$ cat config.mk
export PLATFORM = sky130hd
export DESIGN_NAME = spike_aer_encoder
export DESIGN_NICKNAME = d
export VERILOG_FILES = /design/src/rtl/spike_aer_encoder.sv
export SDC_FILE = /design/constraint.sdc
export NUM_CORES = 1
export LEC_CHECK = 0
export CAP_MARGIN = 20
export CORE_ASPECT_RATIO = 0.8
export CORE_MARGIN = 5
export CORE_UTILIZATION = 45
export DETAILED_ROUTE_END_ITERATION = 8
export PLACE_DENSITY_LB_ADDON = 0.1
export SYNTH_ARGS = -nofsm -noshare
export SYNTH_HDL_FRONTEND = slang
export SYNTH_SLANG_ARGS = --single-unit
$ cat constraint.sdc
create_clock -name clock -period 7.3 [get_ports clock]
set_input_delay 0.73 -clock clock [delete_from_list [all_inputs] [get_ports clock]]
set_output_delay 0.73 -clock clock [all_outputs]
set_load 0.03 [all_outputs]
$ cat src/rtl/spike_aer_encoder.sv
// spike_aer_encoder: captures rising edges on the PE spike lines, serialises
// them round-robin into a small event FIFO, and presents them as AER words
// {pe index, timestep}. Also owns the timestep counter and the drain handshake
// with the sequencer.
module spike_aer_encoder #(
  parameter int NUM_PE     = 8,
  parameter int TS_WIDTH   = 8,
  parameter int FIFO_DEPTH = 4
) (
  input  logic                      clock,
  input  logic                      reset_n,
  input  logic [NUM_PE-1:0]         spike_in,
  input  logic                      step_end,
  input  logic                      aer_ready,
  output logic                      aer_valid,
  output logic [$clog2(NUM_PE)-1:0] aer_addr,
  output logic [TS_WIDTH-1:0]       aer_ts,
  output logic                      step_ready,
  output logic                      overflow,
  output logic                      step_err
);

  localparam int AW = $clog2(NUM_PE);
  localparam int PW = $clog2(FIFO_DEPTH);
  localparam int CW = PW + 1;
  localparam int DW = AW + TS_WIDTH;

  typedef enum logic {IDLE, DRAIN} state_t;

  state_t              state, state_next;
  logic [NUM_PE-1:0]   spike_q;
  logic [NUM_PE-1:0]   pend, pend_next;
  logic [NUM_PE-1:0]   edge_vec;
  logic [NUM_PE-1:0]   gnt_vec;
  logic [AW-1:0]       ptr, ptr_next;
  logic [AW-1:0]       winner;
  logic                grant;
  logic                drop;
  logic [TS_WIDTH-1:0] ts;
  logic                ts_inc;
  logic                err_set;

  logic [DW-1:0]       mem [FIFO_DEPTH];
  logic [PW-1:0]       rd_ptr, wr_ptr;
  logic [CW-1:0]       count;
  logic                fifo_full;
  logic                push, pop;
  logic [DW-1:0]       head;

  assign edge_vec  = spike_in & ~spike_q;
  assign fifo_full = (count == CW'(FIFO_DEPTH));
  assign push      = grant;
  assign pop       = aer_valid & aer_ready;

  // Round-robin arbiter: lowest pending index at or above ptr, wrapping.
  always_comb begin
    logic [2*NUM_PE-1:0] pend_dbl;
    logic [NUM_PE-1:0]   pend_rot;
    logic [AW-1:0]       offset;
    logic [AW:0]         sum;
    // NOTE: every always_comb output gets a default first so no path leaves it
    // unassigned; otherwise synthesis infers a latch to hold the old value.
    grant    = 1'b0;
    winner   = '0;
    offset   = '0;
    pend_dbl = {pend, pend} >> ptr;
    pend_rot = pend_dbl[NUM_PE-1:0];
    // Scanning downwards leaves the smallest set offset as the final winner.
    for (int j = NUM_PE - 1; j >= 0; j--) begin
      if (pend_rot[j]) offset = AW'(j);
    end
    sum = {1'b0, ptr} + {1'b0, offset};
    if (sum >= (AW + 1)'(NUM_PE)) sum = sum - (AW + 1)'(NUM_PE);
    // Full is the pre-pop occupancy: no grant while full even if popping.
    if ((|pend) && !fifo_full) begin
      grant  = 1'b1;
      winner = sum[AW-1:0];
    end
  end

  // Pending-bit update: a same-cycle edge on the granted bit keeps it pending.
  always_comb begin
    gnt_vec   = grant ? (NUM_PE'(1) << winner) : '0;
    pend_next = (pend & ~gnt_vec) | edge_vec;
    drop      = |(edge_vec & pend & ~gnt_vec);
    ptr_next  = (winner == AW'(NUM_PE - 1)) ? '0 : winner + 1'b1;
  end

  // Edge-capture, pending, arbiter pointer and overflow registers.
  always_ff @(posedge clock or negedge reset_n) begin
    if (!reset_n) begin
      spike_q  <= '0;
      pend     <= '0;
      ptr      <= '0;
      overflow <= 1'b0;
    end else begin
      // NOTE: state registers use non-blocking assignment so every register
      // samples the pre-edge values, independent of statement order.
      spike_q <= spike_in;
      pend    <= pend_next;
      if (grant) ptr <= ptr_next;
      if (drop) overflow <= 1'b1;
    end
  end

  // Timestep FSM next-state logic.
  always_comb begin
    state_next = state;
    ts_inc     = 1'b0;
    err_set    = 1'b0;
    case (state)
      IDLE: begin
        if (step_end) begin
          if (|pend) state_next = DRAIN;
          else       ts_inc     = 1'b1;
        end
      end
      DRAIN: begin
        if (step_end) err_set = 1'b1;
        if (pend_next == '0) begin
          ts_inc     = 1'b1;
          state_next = IDLE;
        end
      end
      default: state_next = IDLE;
    endcase
  end

  // Timestep FSM state, timestep counter and step_err flag.
  always_ff @(posedge clock or negedge reset_n) begin
    if (!reset_n) begin
      state    <= IDLE;
      ts       <= '0;
      step_err <= 1'b0;
    end else begin
      state <= state_next;
      if (ts_inc)  ts       <= ts + 1'b1;
      if (err_set) step_err <= 1'b1;
    end
  end

  assign step_ready = (state == IDLE);

  // Event FIFO storage.
  // NOTE: the storage array has no reset; emptiness is tracked by the reset
  // pointers and count, so clearing the entries would only cost logic.
  always_ff @(posedge clock) begin
    if (push) mem[wr_ptr] <= {winner, ts};
  end

  // Event FIFO pointers and occupancy.
  always_ff @(posedge clock or negedge reset_n) begin
    if (!reset_n) begin
      rd_ptr <= '0;
      wr_ptr <= '0;
      count  <= '0;
    end else begin
      if (push) wr_ptr <= wr_ptr + 1'b1;
      if (pop)  rd_ptr <= rd_ptr + 1'b1;
      case ({push, pop})
        2'b10:   count <= count + 1'b1;
        2'b01:   count <= count - 1'b1;
        default: count <= count;
      endcase
    end
  end

  assign head      = mem[rd_ptr];
  assign aer_valid = (count != '0);
  assign aer_addr  = aer_valid ? head[DW-1:TS_WIDTH] : '0;
  assign aer_ts    = aer_valid ? head[TS_WIDTH-1:0] : '0;

endmodule

[Yosys cells after proc, flatten, opt, wreduce, memory -nomap -nowiden]
Memory sizes are Yosys's and may differ from the RTL's.
Index checks and enable logic that the tools add are counted.
Operators by class
  div/mod/pow operators: 0
  $lt $le $gt $ge: 1
  shifts and indexed selects: 2
  multiplexer cells: 28
  multipliers: 0
  bitwise gates (word level): 9
  $add $sub $neg: 8
  eq/ne operators: 4
  reductions and logical operators: 7
Operators with widths (number)
  $mux 3: 12
  $and 8x8->8: 4
  $mux 8: 2
  $not 8->8: 2
  $reduce_or 8->1: 2
  $shr 16x3->8: 1
  $mux 1: 11
  $add 8x1->8 const B: 1
  $logic_not 8->1: 1
  $or 8x8->8: 1
  $shl 1x3->8 const A: 1
  $add 3x1->3 const B: 2
  $eq 3x3->1 const B: 2
  $pmux 3 s2: 1
  $sub 3x1->3 const B: 2
  $add 2x1->2 const B: 2
  $add 3x3->4: 1
  $ge 4x4->1 const B: 1
  $pmux 1 s2: 2
  $reduce_bool 3->1: 1
  $eq 2x1->1 const B: 1
  $eq 2x2->1 const B: 1
  $reduce_bool 2->1: 1
  $and 1x1->1: 1
  3 further kinds: 3
Storage, ports and cells
  flip-flop bits (word level): 37
  bits in read-only memories: 0
  memories: 1
  output and inout port bits: 15
  RAM bits: 44
  word-level logic and storage cells: 70
  input port bits: 12
  latch bits: 0
Memories
  mem: words 4, width 11, rd ports 1, clocked after memory_dff 0, write ports 1, line 43  | logic [DW-1:0] mem [FIFO_DEPTH];

[Depth between registers and ports, before layout]
Gate-level depths: netlist of run 1.
  word-level depth: 21
  mapped depth: 27
  mapped depth without buffers: 24

[Least setup slack after synthesis of run 1]
Ideal clock, no wire load.
  path type: flip-flop to flip-flop
  from: reg ptr[0]
  to: reg ts[1]
  buffers on the path: 3
  setup slack: 2.224 ns
  setup time: 0.127 ns
  period minus slack after synthesis: 5.076 ns
  required time: 7.173 ns
  arrival time: 4.949 ns
  cell stages (with the launch flop): 27
  cell sequence: dfrtp_1 > buf_6 > clkbuf_1 > mux2_2 > mux2_2 > a22oi_1 > nor2_1 > a221o_1 > nand2b_1 > a211o_1 > o31ai_1 > ha_1 > inv_1 > fa_1 > xor2_1 > clkbuf_1 > xnor2_1 > nand2_1 > inv_1 > ha_1 > nand2_1 > nand2_1 > nand4_1 > a21oi_1 > nand2b_1 > o41ai_2 > mux2_1
Between the ends
  cells in the longest elaborated chain, start to end: 21
  elaborated cells on any way between the ends: 22
  classes of those cells: add/sub (2); order compare (1); shift (2); mux (13); bitwise (3); reduce/logical (1)
RTL lines
  start, declared: line 35  | logic [AW-1:0] ptr, ptr_next;
  start signal, assigned: line 101  | if (grant) ptr <= ptr_next;
  $shr 16x3->8: line 66  | pend_dbl = {pend, pend} >> ptr;
  $mux 3 (8 in a row): line 70  | if (pend_rot[j]) offset = AW'(j);
  $add 3x3->4 (*): line 72  | sum = {1'b0, ptr} + {1'b0, offset};
  $ge 4x4->1 / $sub 3x1->3 (equally long branches): line 73  | if (sum >= (AW + 1)'(NUM_PE)) sum = sum - (AW + 1)'(NUM_PE);
  $mux 3 (*): line 73
  $mux 3 (*): line 75  | if ((|pend) && !fifo_full) begin
  net winner[2]: line 36  | logic [AW-1:0] winner;
  $shl 1x3->8 (*): line 83  | gnt_vec = grant ? (NUM_PE'(1) << winner) : '0;
  $mux 8 (*): line 83
  $not 8->8 (*): line 84  | pend_next = (pend & ~gnt_vec) | edge_vec;
  $and 8x8->8 (*): line 84
  $or 8x8->8 (*): line 84
  $logic_not 8->1 (*): line 120  | if (pend_next == '0) begin
  $mux 1 (*): line 120
  $pmux 1 s2 (*): line 111  | case (state)
  end signal, assigned: line 137  | if (ts_inc) ts <= ts + 1'b1;
  end, declared: line 39  | logic [TS_WIDTH-1:0] ts;
The timed path passes the listed nets; every way through them passes the cells marked *.
A chain may end at the register's enable or synchronous reset.

[Worst setup path after layout of run 1]
  from: reg ptr[0]
  to: reg ts[2]
The elaborated chain is that of the path after synthesis.

==> results of run 1 <==
[cell usage after synthesis (3+ instances only)]
cell       n
o211ai_1   7
nand3_1    5
xnor2_1    5
mux2i_1    6
ha_1      13
nor4_1     3
mux2_2     6
a211o_1    3
nor2_1    13
nor2b_1    7
a31oi_1    8
clkbuf_1  10
dfrtp_1   37
nand2_1   37
nor3_1    10
buf_2      3
and2_1    18
nand4_1    7
o21ai_0   16
or4_1      5
mux4_2    11
nor3b_1    4
edfxtp_1  44
or3_1      8
inv_1     19
nand2b_1   7
xor2_1     5
a21oi_1   12
[worst min path at each step]
| stage | cells after the start | startpoint | end |
|---|---|---|---|
| global route | 1 | step_err$_DFFE_PN0P_ | step_err$_DFFE_PN0P_ |
| detailed placement | 1 | step_err$_DFFE_PN0P_ | step_err$_DFFE_PN0P_ |
| finish | 1 | step_err$_DFFE_PN0P_ | step_err$_DFFE_PN0P_ |
| floorplan | 0 | reset_n | count[0]$_DFFE_PN0P_ |
| global placement | 1 | step_err$_DFFE_PN0P_ | step_err$_DFFE_PN0P_ |
| CTS | 1 | step_err$_DFFE_PN0P_ | step_err$_DFFE_PN0P_ |
[power by group through the flow]
stage	Clock (uW)	Combinational [uW]	Sequential (uW)
2_1_floorplan	0	1020	733
3_3_place_gp	0	1270	829
3_5_place_dp	0	1280	830
4_1_cts	497	1290	823
5_1_grt	523	1420	845
6_report	485	1280	820
[placed cells by master (no fill, tap or decap), drive strengths merged, types with 3 or more instances in the layout]
master,count
a211o,3
a21oi,13
a31oi,9
and2,18
clkbuf,10
clkdlybuf4s50,25
clkinv,3
dfrtp,37
edfxtp,44
ha,13
inv,21
mux2,7
mux2i,6
mux4,11
nand2,37
nand2b,7
nand3,5
nand4,7
nor2,15
nor2b,8
nor3,12
nor3b,4
nor4,4
o211ai,7
o21ai,17
or3,8
or4,5
xnor2,5
xor2,5
[area by class of cell]
class / instances / area (um^2) / share of cell area (%)
clock inverter: 6 / 90.1 / 1.76
timing repair buffer: 27 / 263 / 5.13
tap: 136 / 170 / 3.32
sequential: 81 / 2250 / 43.9
inverter: 20 / 75.1 / 1.47
clock buffer: 10 / 239 / 4.66
multi-input combinational: 264 / 2040 / 39.8
[registers in the layout, summed over array words and instances (netlist names)]
name and flops:
wr_ptr 2, ptr 3, pend 8, count 3, mem 44, step_err 1, state 1, overflow 1
spike_q 8, rd_ptr 2, ts 8
[per-stage QoR]
step	power [uW]	utilization, %	cell area [um^2]
after floorplan	1750	-	4440
after global placement	2100	49.7	4790
after detailed placement	2110	49.7	4790
after CTS	2610	53.1	5120
after global routing	2790	53.1	5120
final	2590	53.1	5120
[critical path, stage by stage (launching register included)]
cell and delay (ns):
dfrtp_1 0.75, nor2b_1 0.17, a21oi_1 0.21, mux2i_1 0.14, o21ai_0 0.20, a221o_1 0.19
nand2b_1 0.06, a211o_1 0.28, o31ai_1 0.08, ha_1 0.21, inv_1 0.05, fa_1 0.41
xor2_1 0.60, xnor2_1 0.30, nand2_1 0.14, inv_1 0.17, ha_1 0.17, nand2_1 0.05
nand2_1 0.11, nand4_1 0.14, a21oi_1 0.42, nand2_1 0.29, or4b_1 0.52, o211ai_1 0.11
[metal layers]
metal	GRT usage (%)	vias to the layer above	share of wire, %
met4	4.18	0	0.71
met5	0	-	0
met1	24.7	1473	50
met3	5.11	5	5.1
met2	23.5	69	44
li1	-	1465	-
[cell families after synthesis]
group | after synthesis | synth area share, %
AND/OR/NAND/NOR | 140 | 18.0
flip-flops | 81 | 50.6
AO/OA/AOI/OAI | 75 | 12.7
buffers and inverters | 37 | 3.47
multiplexers | 24 | 8.71
adder cells (fa/ha/maj) | 15 | 4.56
XOR/XNOR | 10 | 1.97
==> run_results.csv, run 1 <==
group,metric,value,unit
status,status,"completed",
yosys,synth_seq_cells,81,
global_routing,grt_pass1_wl,15400,um
yosys,ys.flop_type,"edfxtp_1",
power_and_ir_drop,vdd_ir_drop_max,0.000195,V
finish,nNetsFinal,430,
cts,clkTransAtPathRegs,0.06,ns
routing,via_per_inst,5.54,
global_routing,grt_usage,16.6,%
sta,setup_ws,1.44,ns
yosys,synth.area.top_cells,"edfxtp_1 30%, dfrtp_1 21%, mux4_2 5.6%",
setup_path,required,7.55,ns
routing,vias,3012,
finish,stdcell_count,544,
placement,place.gp.congestion,0.818,
power_and_ir_drop,p_switching,1100,uW
cts,cts_made_buffers,9,
sta,tightest_slew,0.855,ns
setup_path,cp-startpoint,"ptr[0]$_DFFE_PN0P_",
setup_path,cp.arrival,6.11,ns
yosys,synth_area_leader_cell,"edfxtp_1",
die,fp-row-count,32,
placement,place_ws,1.50,ns
yosys,async_flop_share,45.7,%
finish,fill_cells,831,
cts,cts_setup_buffers,0,
sta,max_slew_margin,43.0,%
cts,h-tree-depth,3,
routing,drtAntennaViolNets,0,
cts,cts-root-buf,"clkbuf_16",
power_and_ir_drop,power_frac_clock,18.7,%
setup_path,r2r-end,"ts[2]$_DFFE_PN0P_",
die,die_x,121,um
die,start_util,46.0,%
setup_path,cp_max_fo,20,
die,dieHeight,98.9,um
power_and_ir_drop,pwr-share-comb,49.6,%
die,coreArea,9650,um^2
routing,first_pass_iters,4,
global_routing,gr-total-overflow,0,
power_and_ir_drop,swShare,42.3,%
placement,placedCellCount,528,
sta,clock.fmax,171,MHz
sta,finalSetupViolCount,0,
finish,diodes,0,
yosys,synth_cells,382,
global_routing,grt_pass1_vias,2976,
routing,drcViolationCount,0,
cts,clockBufferDepth,2,
sta,holdWs,0.468,ns
cts,cts_tree,"yes",
setup_path,critical_path.endpoint,"ts[2]$_DFFE_PN0P_",
job,cap_viol_max_count,0,
power_and_ir_drop,intPower,1490,uW
finish,layout-drive-gt1-share,13.0,%
sta,period_needed,5.86,ns
cts,clk_latency,0.33,ns
setup_path,cp-start-kind,"register",
sta,slew_violations,0,
setup_path,path_class,"register to register",
setup_path,cp-end-kind,"register",
cts,cts_resized,0,
yosys,synth-edff-count,44,
yosys,synth_cell_types,69,
finish,area_growth,15.4,%
sta,finalCritPeriodShare,80.3,%
die,dieArea,12000,um^2
sta,setup_tns,0,ns
worst_hold_path,worstHoldPathType,"register to register",
power_and_ir_drop,p_per_area,505,nW/um^2
cts,clock_sinks,81,
setup_path,r2r_cells,23,
placement,hpwlAfterDp,6550,um
yosys,avgSynthCellArea,11.6,um^2
yosys,yosysSeqAreaShare,50.6,%
routing,avgRoutedWirePerCell,16.6,um
sta,rsz0062_at_grt,"false",
sta,clock-skew-final,0.00693,ns
global_routing,antenna_found_initial,0,
routing,routed_wirelength,9040,um
routing,drt_iter0_drc,171,
sta,hold_viol,0,
setup_path,timing.reg2reg.setup_slack,1.44,ns
setup_path,rr_startpoint,"ptr[0]$_DFFE_PN0P_",
power_and_ir_drop,pwr-share-seq,31.7,%
yosys,synth_area,4440,um^2
power_and_ir_drop,leakage,0.00183,uW
placement,port_buffers,26,
yosys,yosys_warnings,0,
yosys,syn_nets,409,
cts,ctsHoldBuffers,0,
global_routing,grt_max_degree,38,
die,pin_count,27,
yosys,synth_top_area_share,29.8,%
(Power assumes the default switching activity.)
==> run 2: changes to the inputs <==
- clock period: 7.3 -> 6.15 ns (I/O delays scaled with it)
==> run 2 against run 1 <==
Final cell count increased by 0.37%. Total power up 18%. Non-clock buffer count is 2 higher. Clock skew fell by 0.0024 ns. Register-to-register slack worse by 0.76 ns. Global-route usage up 0.54 points. Core utilization down 0.26 points. Sequential share of layout area increased by 0.24 points. Via count grew 3.1%. Routed wire length rose by 5.8%. Die area unchanged. Largest power group unchanged.
==> run_results.csv, run 2 (synthesis results as in run 1) <==
group,metric,value,unit
cts,cts_resized,0,
cts,cts_tree,"yes",
routing,avgRoutedWirePerCell,17.5,um
power_and_ir_drop,leakage,0.00181,uW
status,status,"completed",
cts,cts-root-buf,"clkbuf_16",
finish,mostFrequentLayoutCell,"edfxtp_1",
die,dieHeight,98.9,um
placement,port_buffers,26,
finish,diodes,0,
finish,largest_reg_flops,44,
routing,vias,3106,
sta,clock-skew-final,0.00452,ns
finish,postLayoutCellArea,5100,um^2
cts,cts_made_buffers,9,
routing,first_pass_iters,5,
die,fp-row-count,32,
sta,rsz0062_at_grt,"false",
global_routing,grt_pass1_vias,2979,
finish,final_cell_mix,"44 x edfxtp_1, 37 x nand2_1, 36 x dfrtp_1",
setup_path,cp_max_fo,20,
sta,finalSetupViolCount,0,
setup_path,cp.arrival,5.72,ns
placement,hpwlAfterDp,6730,um
cts,clk_latency,0.33,ns
finish,layout-drive-gt1-share,13.4,%
setup_path,path_class,"register to register",
power_and_ir_drop,vdd_ir_drop_max,0.000212,V
job,cap_viol_max_count,0,
die,dieArea,12000,um^2
die,pin_count,27,
power_and_ir_drop,p_per_area,597,nW/um^2
routing,drcViolationCount,0,
global_routing,antenna_found_initial,0,
sta,finalCritPeriodShare,88.9,%
finish,fill_cells,845,
global_routing,grt_pass1_wl,16000,um
sta,max_slew_margin,41.0,%
routing,drt_iter0_drc,205,
routing,drtAntennaViolNets,0,
cts,h-tree-depth,3,
power_and_ir_drop,power,3040,uW
sta,slew_violations,0,
setup_path,rr_startpoint,"ptr[0]$_DFFE_PN0P_",
global_routing,grt_max_degree,38,
finish,nNetsFinal,432,
setup_path,required,6.40,ns
sta,period_needed,5.47,ns
global_routing,grt_usage,17.1,%
routing,via_per_inst,5.69,
finish,top_register,"mem",
cts,clkTransAtPathRegs,0.06,ns
finish,fin_util,52.8,%
sta,setup_tns,0,ns
setup_path,cp-end-kind,"register",
cts,clockBufferDepth,2,
placement,place.gp.congestion,0.816,
cts,ctsHoldBuffers,0,
die,coreArea,9650,um^2
placement,placed_area,4810,um^2
setup_path,cp-startpoint,"ptr[0]$_DFFE_PN0P_",
sta,tightest_slew,0.885,ns
placement,placedCellCount,530,
die,die_x,121,um
global_routing,gr-total-overflow,0,
setup_path,cp-start-kind,"register",
sta,hold_viol,0,
finish,area_growth,14.8,%
worst_hold_path,worstHoldPathType,"input port to asynchronous set/reset pin",
die,start_util,46.0,%
cts,cts_setup_buffers,0,
finish,stdcell_count,546,
routing,routed_wirelength,9570,um
sta,clock.fmax,183,MHz
cts,clock_sinks,81,
-- run 2: cell types whose count changed in the layout (fill, tap and decap cells not counted) --
cell        delta
clkinv_4       -2
inv_6          -1
clkbuf_8       -1
bufinv_16      -1
clkinvlp_4     +2
clkbuf_1       +1
dfrtp_2        +1
clkinv_2       +2
dfrtp_1        -1
buf_4          +2
-- run 2: report_power, final --
part | internal (uW) | total [uW] | leakage (uW) | switching [uW]
registers | 800 | 963 | 0.000778 | 163
logic | 621 | 1570 | 0.000899 | 946
clock network | 311 | 516 | 0.000136 | 204
-- run 2: worst max-delay path: stages, from the launching register on --
cell and delay, ns:
dfrtp_2 0.58, mux2_2 0.39, mux2_2 0.28, a22oi_1 0.18
nor2_1 0.06, a221o_1 0.28, nand2b_1 0.08, a211o_1 0.11
o31ai_1 0.08, ha_1 0.19, inv_1 0.06, fa_1 0.41
nand2b_1 0.20, inv_1 0.20, ha_1 0.21, ha_1 0.15
nand2_1 0.06, a21boi_0 0.29, nand4_1 0.18, a21oi_1 0.45
nand2_1 0.31, or4b_1 0.52, o211ai_1 0.10
-- run 2: path summary, 6_finish.rpt --
kind                       slack [ns]  cells after the start                   end
hold reg to reg                  0.47                      1  step_err$_DFFE_PN0P_
setup reg to reg                 0.68                     22     ts[2]$_DFFE_PN0P_
hold / removal                   0.40                      1  count[0]$_DFFE_PN0P_
setup / recovery                 0.68                     22     ts[2]$_DFFE_PN0P_
min in group clock               0.47                      1  step_err$_DFFE_PN0P_
max in group asynchronous        5.15                      1    ptr[0]$_DFFE_PN0P_
-- run 2: area by class of cell --
cell class | count | area, um^2 | area share, %
clock inverter | 6 | 58.8 | 1.15
clock buffer | 10 | 229 | 4.49
sequential | 81 | 2250 | 44.1
multi-input combinational | 264 | 2040 | 40.0
timing repair buffer | 29 | 278 | 5.45
tap | 136 | 170 | 3.34
inverter | 20 | 75.1 | 1.47
-- run 2: through the flow --
step,setup WS (ns),hold slack (ns)
finish,0.682,0.401
global route,0.240,0.461
CTS,0.545,0.435
detailed placement,0.590,0.469
global placement,0.641,0.444
floorplan,1.07,0.319
-- run 2: routing by layer --
layer | track usage [%] | share of wire [%] | wire length, um
met5 | 0 | 0 | 0
met1 | 25.9 | 51 | 4850
met3 | 5.11 | 5.5 | 529
met2 | 23.8 | 43 | 4080
met4 | 4.62 | 1.1 | 105
==> run 3: changes to the inputs <==
--- a/constraint.sdc
+++ b/constraint.sdc
@@ -3,2 +3,2 @@
 set_output_delay 0.615 -clock clock [all_outputs]
-set_load 0.03 [all_outputs]
+set_load 0.01 [all_outputs]
==> results of run 3 <==
The final DEF is identical to that of run 2. Status: completed.
Main changes from that run: total power 3040 uW -> 2950 uW
